[config.mk]
export PLATFORM = sky130hd
export DESIGN_NAME = mem_port_arbiter
export DESIGN_NICKNAME = d
export VERILOG_FILES = /design/src/rtl/arb_pkg.sv /design/src/rtl/arb_wait_counter.sv /design/src/rtl/mem_port_arbiter.sv
export SDC_FILE = /design/constraint.sdc
export NUM_CORES = 1
export LEC_CHECK = 0
export ABC_CLOCK_PERIOD_IN_PS = 4400
export BUFFER_PORTS_ARGS = -buffer_cell sky130_fd_sc_hd__buf_2
export CORE_MARGIN = 4
export CORE_UTILIZATION = 47
export CTS_CLUSTER_SIZE = 25
export DETAILED_ROUTE_END_ITERATION = 6
export PLACE_DENSITY = 0.8
export SLEW_MARGIN = 5
export SYNTH_ARGS = -nofsm -noshare
export SYNTH_HDL_FRONTEND = slang
export SYNTH_HIERARCHICAL = 1
export SYNTH_SLANG_ARGS = --single-unit
[constraint.sdc]
create_clock -name clk -period 4.4 [get_ports clk]
set_input_delay 0.44 -clock clk [delete_from_list [all_inputs] [get_ports clk]]
set_output_delay 0.44 -clock clk [all_outputs]
set_load 0.02 [all_outputs]
[src/rtl/arb_pkg.sv]
// -----------------------------------------------------------------------------
// arb_pkg
// Shared definitions for the IF/LS memory port arbiter: FSM state encoding,
// owner encoding, wait-counter width and default timing constants.
// No ports (package).
// -----------------------------------------------------------------------------
package arb_pkg;

  typedef enum logic [1:0] {
    ST_IDLE   = 2'b00,
    ST_ACCESS = 2'b01,
    ST_RESP   = 2'b10
  } arb_state_t;

  localparam logic OWN_IF = 1'b0;
  localparam logic OWN_LS = 1'b1;

  // MEM_LAT is at most 15, so MEM_LAT-1 always fits in four bits.
  localparam int WAIT_CNT_W     = 4;
  localparam int DEF_MEM_LAT    = 2;
  localparam int DEF_STARVE_MAX = 4;

endpackage : arb_pkg

[src/rtl/arb_wait_counter.sv]
// -----------------------------------------------------------------------------
// arb_wait_counter
// Loadable down-counter that times the memory wait states of one access.
// Ports:
//   clk        in   clock
//   rst        in   asynchronous active-high reset (count -> 0)
//   i_load     in   load i_load_val (takes precedence over i_dec)
//   i_load_val in   value to load
//   i_dec      in   decrement by one (holds at zero)
//   o_zero     out  count is zero
// -----------------------------------------------------------------------------
module arb_wait_counter
  import arb_pkg::*;
#(
  parameter int CNT_W = WAIT_CNT_W
) (
  input  logic             clk,
  input  logic             rst,
  input  logic             i_load,
  input  logic [CNT_W-1:0] i_load_val,
  input  logic             i_dec,
  output logic             o_zero
);

  logic [CNT_W-1:0] r_count;

  always_ff @(posedge clk or posedge rst) begin
    if (rst) begin
      r_count <= '0;
    end else if (i_load) begin
      r_count <= i_load_val;
    end else if (i_dec && (r_count != '0)) begin
      r_count <= r_count - 1'b1;
    end
  end

  assign o_zero = (r_count == '0);

endmodule : arb_wait_counter

[src/rtl/mem_port_arbiter.sv]
// -----------------------------------------------------------------------------
// mem_port_arbiter
// Shares one single-ported memory between instruction fetch (IF) and
// load/store (LS). One access at a time: grant in IDLE, MEM_LAT wait cycles in
// ACCESS with the bus held stable from latched registers, one RESP cycle that
// pulses the owner's rvalid. LS has priority over IF.
//
// Optional feature macro: ARB_STARVE_GUARD_EN
//   defined   - after STARVE_MAX consecutive LS grants made while IF was
//               waiting, IF wins the next contended arbitration.
//   undefined - strict LS priority.
//
// Ports:
//   clk, rst                         clock, asynchronous active-high reset
//   if_req/if_addr                   fetch request (held until if_gnt)
//   if_gnt/if_rdata/if_rvalid        fetch grant pulse, data, data-valid pulse
//   ls_req/ls_we/ls_mask/ls_addr/ls_wdata  load/store request
//   ls_gnt/ls_rdata/ls_rvalid        LS grant pulse, load data, done pulse
//   mem_en/mem_we/mem_mask/mem_addr/mem_wdata  memory control/write bus
//   mem_rdata                        memory read data (valid in last wait cycle)
//   busy                             access in flight (ACCESS or RESP)
// -----------------------------------------------------------------------------
module mem_port_arbiter
  import arb_pkg::*;
#(
  parameter int ADDR_W     = 32,
  parameter int DATA_W     = 32,
  parameter int MEM_LAT    = DEF_MEM_LAT,
  parameter int STARVE_MAX = DEF_STARVE_MAX
) (
  input  logic                clk,
  input  logic                rst,
  input  logic                if_req,
  input  logic [ADDR_W-1:0]   if_addr,
  output logic                if_gnt,
  output logic [DATA_W-1:0]   if_rdata,
  output logic                if_rvalid,
  input  logic                ls_req,
  input  logic                ls_we,
  input  logic [DATA_W/8-1:0] ls_mask,
  input  logic [ADDR_W-1:0]   ls_addr,
  input  logic [DATA_W-1:0]   ls_wdata,
  output logic                ls_gnt,
  output logic [DATA_W-1:0]   ls_rdata,
  output logic                ls_rvalid,
  output logic                mem_en,
  output logic                mem_we,
  output logic [DATA_W/8-1:0] mem_mask,
  output logic [ADDR_W-1:0]   mem_addr,
  output logic [DATA_W-1:0]   mem_wdata,
  input  logic [DATA_W-1:0]   mem_rdata,
  output logic                busy
);

  localparam int MASK_W = DATA_W / 8;

  if ((MEM_LAT < 1) || (MEM_LAT > 15) || (STARVE_MAX < 1)) begin : g_param_check
    $error("mem_port_arbiter: MEM_LAT must be 1..15 and STARVE_MAX >= 1");
  end

  arb_state_t          r_state;
  logic                r_owner;
  logic                r_we;
  logic [MASK_W-1:0]   r_mask;
  logic [ADDR_W-1:0]   r_addr;
  logic [DATA_W-1:0]   r_wdata;
  logic [DATA_W-1:0]   r_if_rdata;
  logic [DATA_W-1:0]   r_ls_rdata;

  logic                w_idle;
  logic                w_access;
  logic                w_if_prio;
  logic                w_grant_if;
  logic                w_grant_ls;
  logic                w_wait_zero;

  assign w_idle   = (r_state == ST_IDLE);
  assign w_access = (r_state == ST_ACCESS);

`ifdef ARB_STARVE_GUARD_EN
  localparam int SC_W = $clog2(STARVE_MAX + 1);

  logic [SC_W-1:0] r_starve_cnt;

  // Counts LS grants that made a waiting fetch lose; any IF grant or an
  // idle cycle without a fetch pending ends the starvation episode.
  always_ff @(posedge clk or posedge rst) begin
    if (rst) begin
      r_starve_cnt <= '0;
    end else if (w_grant_if) begin
      r_starve_cnt <= '0;
    end else if (w_idle && !if_req) begin
      r_starve_cnt <= '0;
    end else if (w_grant_ls && if_req && (r_starve_cnt != SC_W'(STARVE_MAX))) begin
      r_starve_cnt <= r_starve_cnt + 1'b1;
    end
  end

  assign w_if_prio = (r_starve_cnt == SC_W'(STARVE_MAX));
`else
  assign w_if_prio = 1'b0;
`endif

  // Grants are combinational so the requester sees gnt in the cycle it is
  // accepted; gated by rst so every output is low while reset is held.
  assign w_grant_ls = !rst && w_idle && ls_req && (!if_req || !w_if_prio);
  assign w_grant_if = !rst && w_idle && if_req && (!ls_req || w_if_prio);

  arb_wait_counter #(
    .CNT_W (WAIT_CNT_W)
  ) u_wait_cnt (
    .clk        (clk),
    .rst        (rst),
    .i_load     (w_grant_if || w_grant_ls),
    .i_load_val (WAIT_CNT_W'(MEM_LAT - 1)),
    .i_dec      (w_access),
    .o_zero     (w_wait_zero)
  );

  always_ff @(posedge clk or posedge rst) begin
    if (rst) begin
      r_state    <= ST_IDLE;
      r_owner    <= OWN_IF;
      r_we       <= 1'b0;
      r_mask     <= '0;
      r_addr     <= '0;
      r_wdata    <= '0;
      r_if_rdata <= '0;
      r_ls_rdata <= '0;
    end else begin
      case (r_state)
        ST_IDLE: begin
          if (w_grant_ls) begin
            r_owner <= OWN_LS;
            r_we    <= ls_we;
            r_mask  <= ls_mask;
            r_addr  <= ls_addr;
            r_wdata <= ls_wdata;
            r_state <= ST_ACCESS;
          end else if (w_grant_if) begin
            r_owner <= OWN_IF;
            r_we    <= 1'b0;
            r_mask  <= '1;
            r_addr  <= if_addr;
            r_wdata <= '0;
            r_state <= ST_ACCESS;
          end
        end
        ST_ACCESS: begin
          if (w_wait_zero) begin
            // Stores leave ls_rdata untouched.
            if (r_owner == OWN_IF) begin
              r_if_rdata <= mem_rdata;
            end else if (!r_we) begin
              r_ls_rdata <= mem_rdata;
            end
            r_state <= ST_RESP;
          end
        end
        ST_RESP: begin
          r_state <= ST_IDLE;
        end
        default: begin
          r_state <= ST_IDLE;
        end
      endcase
    end
  end

  // The memory bus is quiet outside ACCESS; mem_en drops as soon as the
  // asynchronous reset clears r_state.
  assign mem_en    = w_access;
  assign mem_we    = w_access ? r_we    : 1'b0;
  assign mem_mask  = w_access ? r_mask  : '0;
  assign mem_addr  = w_access ? r_addr  : '0;
  assign mem_wdata = w_access ? r_wdata : '0;

  assign if_gnt    = w_grant_if;
  assign ls_gnt    = w_grant_ls;
  assign if_rvalid = (r_state == ST_RESP) && (r_owner == OWN_IF);
  assign ls_rvalid = (r_state == ST_RESP) && (r_owner == OWN_LS);
  assign if_rdata  = r_if_rdata;
  assign ls_rdata  = r_ls_rdata;
  assign busy      = !w_idle;

endmodule : mem_port_arbiter

==> metrics.txt <==
Max Cap Viol=0; dpl hpwl=approximately 12000 um; Compound-Gate Fraction of Synth Area=12.6%; NumNets Final=860; top sig layer=met4; most common cell in the netlist=dfrtp_1; I/O pin count=276; relative slew slack=45.9%; Routed Antenna Nets=0; Resized cells post-CTS=0; Final Util=66.3%; final worst setup slack=1480 ps; largest net degree at the start of global routing=96; Post-CTS Setup Inserts=0; EDFF count, synth=0; Global Route Usage Sum=22.0%; Final Power=roughly 6.7 mW; crit-path max FO=50; hold_sp=ls_mask[2]; Clock Skews=4.83 ps; GPL Wtd Cong=0.802; CTS Hold Bufs=1; H-tree depth=4; routed length on met2=7990 um; CTS Buf Count=17; Design Area, Final=around 8100 sq um; Metal-1 WL=6480 um; worst r2r src=u_wait_cnt/r_count[0]; Seq/Total Area, Yosys=58.6%; Worst Hold Slack=238 ps; die extent in y=~120 um; average instance area after synthesis=between 10 and 15 sq um; final worst-path cycle share=66.3%; post-layout minimum cycle time=between 2000 and 3000 ps; Final Setup Violations=0; Ys Warns=6; Storage cell area=3500 sq um; Antenna Cells=0; First-pass DRT Iterations=5; FILL cells=961; area of the multi-input gates=2310 sq um; Critical path origin=r_state[1]; CTS Buffer Depth=2; Die Wd=between 100 and 150 um; Hold WC Path Type=in2reg; Fin. Hold Viols=0; Pins Over Slew Limit=0; crit path DAT=2480 ps; Core Area=roughly 12000 sq um; first-pass GRT wire length=about 25000 um; clk root buf=clkbuf_16; Worst Setup End Kind=primary output; Syn Std Cell Area=about 6000 sq um; Max Fclk=between 300 and 400 MHz; Clock Latency Late Sink=410 ps; met3 WL=1180 um; main combinational cell family by area after synthesis=simple AND/OR/NAND/NOR gates; post-DR vias/cell=5.23; GR Overflow Total=0; post-synthesis adder-cell area fraction=0.209%; vias in the first global route=4991; CP Launch Type=register; Yosys top cell by area=dfrtp_1; Synth Flop Type=dfrtp_1; Wirelength per Cell=17.7 um; top area cells in the synthesized netlist=dfrtp_1 (59%), mux2_2 (12%), and2_1 (7.3%); top cells by count, synth=dfrtp_1 (140), and2_1 (70), mux2_2 (63); antenna violations before repair=0; # clock sinks=between 100 and 150; mux contribution to synthesized area=12.1%; synth unique cells=38; Synth Instances=between 400 and 500; clock slew at reported path FFs=60 ps; pre-CTS WS=roughly 1900 ps; die footprint=about 15000 sq um; DP Cell Count=870; Sum Neg Setup Slack=0 ps; top-area cell type share of the netlist area=between 50 and 60%; Finished Layout Cells=903; Async SR Flop Fraction=100%; Power Density=824 nW/um^2; Least-Margin Pin Slew=just over 800 ps; Post-Route WL=16000 um; TritonCTS clock tree=built; required time of the worst setup path=3960 ps; outcome=finished, final reports clean; input/output buffers=275; critical path class=reg2out; VDD IR max=0.000468 V; Starting DRT DRC Count=344; remaining routing DRC violations=0; DP Area=7480 sq um; RSZ-0062 raised after global routing=no; row count=40; flops & latches, synth=between 100 and 150; DR vias=roughly 4700; XOR/XNOR Fraction of Synth Area=0%; layout cells sized above 1=a little under three fifths; area grow syn2layout=35.5%; simple-gate portion of the synthesized area=between 10% and 20%; Initial Utilization=roughly 49%; Pleak=4.04 nW
[kinds of logic after synthesis]
group           after synthesis
flops                       140
buf+inv                      43
compound gates               79
other cells                   2
simple gates                124
mux                          64
fa+ha+maj                     1
[worst paths after layout]
check	to	slack, ps	cells past startpoint
worst max-delay path	mem_addr[24]	1480	5
worst min-delay path	r_mask[2]	240	2
worst max register to register	ls_rdata[24]	2010	7
worst min register to register	ls_rdata[17]	490	1
max in group asynchronous	r_addr[28]	2580	4
min in group asynchronous	u_wait_cnt/r_count[2]	540	3
[critical path: stages (launching register included)]
cell and delay [ps]:
dfrtp_1 430, nand2b_1 220, clkinv_1 530, buf_4 490, and2_1 230, buf_2 160
[power breakdown]
group          total, mW  leakage [nW]  switching (mW)  internal [mW]
sequential          2.24          1.70           0.334           1.91
clock               1.42         0.277           0.537          0.882
combinational       3.01          2.07            1.72           1.29
total               6.67          4.04            2.59           4.08
[final cells by class]
class	count	share of cell area (%)
Inverter	8	0.433
Clock buffer	20	5.76
Timing Repair Buffer	283	17.8
Tap cell	168	2.60
Sequential cell	140	43.3
Clock inverter	12	1.68
Multi-Input combinational cell	272	28.5
[placed cells by master (no fill, tap or decap), types with 2 or more instances in the layout]
| cell | netlist | layout |
|---|---|---|
| and4b_1 | 2 | 2 |
| clkbuf_8 | 0 | 3 |
| inv_6 | 0 | 3 |
| mux2_2 | 63 | 63 |
| or3_1 | 32 | 32 |
| nor3b_1 | 2 | 2 |
| nand2b_1 | 2 | 2 |
| o21ai_1 | 2 | 2 |
| dfrtp_1 | 140 | 140 |
| clkinv_1 | 1 | 2 |
| bufinv_16 | 0 | 2 |
| nor3_1 | 2 | 2 |
| conb_1 | 2 | 4 |
| o22a_1 | 4 | 4 |
| clkinvlp_4 | 0 | 6 |
| inv_1 | 6 | 4 |
| nand2_1 | 6 | 6 |
| buf_2 | 4 | 275 |
| o221a_2 | 32 | 32 |
| buf_4 | 3 | 7 |
| a21oi_1 | 3 | 3 |
| clkbuf_16 | 0 | 17 |
| and2_1 | 70 | 70 |
| a22o_1 | 33 | 33 |
[routing by layer]
layer,track usage (%),up-vias
met4,7.86,0
met2,37.5,187
met1,26.5,2327
met5,0,-
li1,-,2181
met3,6.69,27
[sequential cells by signal, summed over array words and instances, names as in the netlist]
register            cells
if_rdata               32
ls_rdata               32
r_addr                 32
r_mask                  4
r_owner                 1
r_state                 2
r_wdata                32
r_we                    1
u_wait_cnt/r_count      4
No activity file was read; power rests on OpenSTA's default activity.
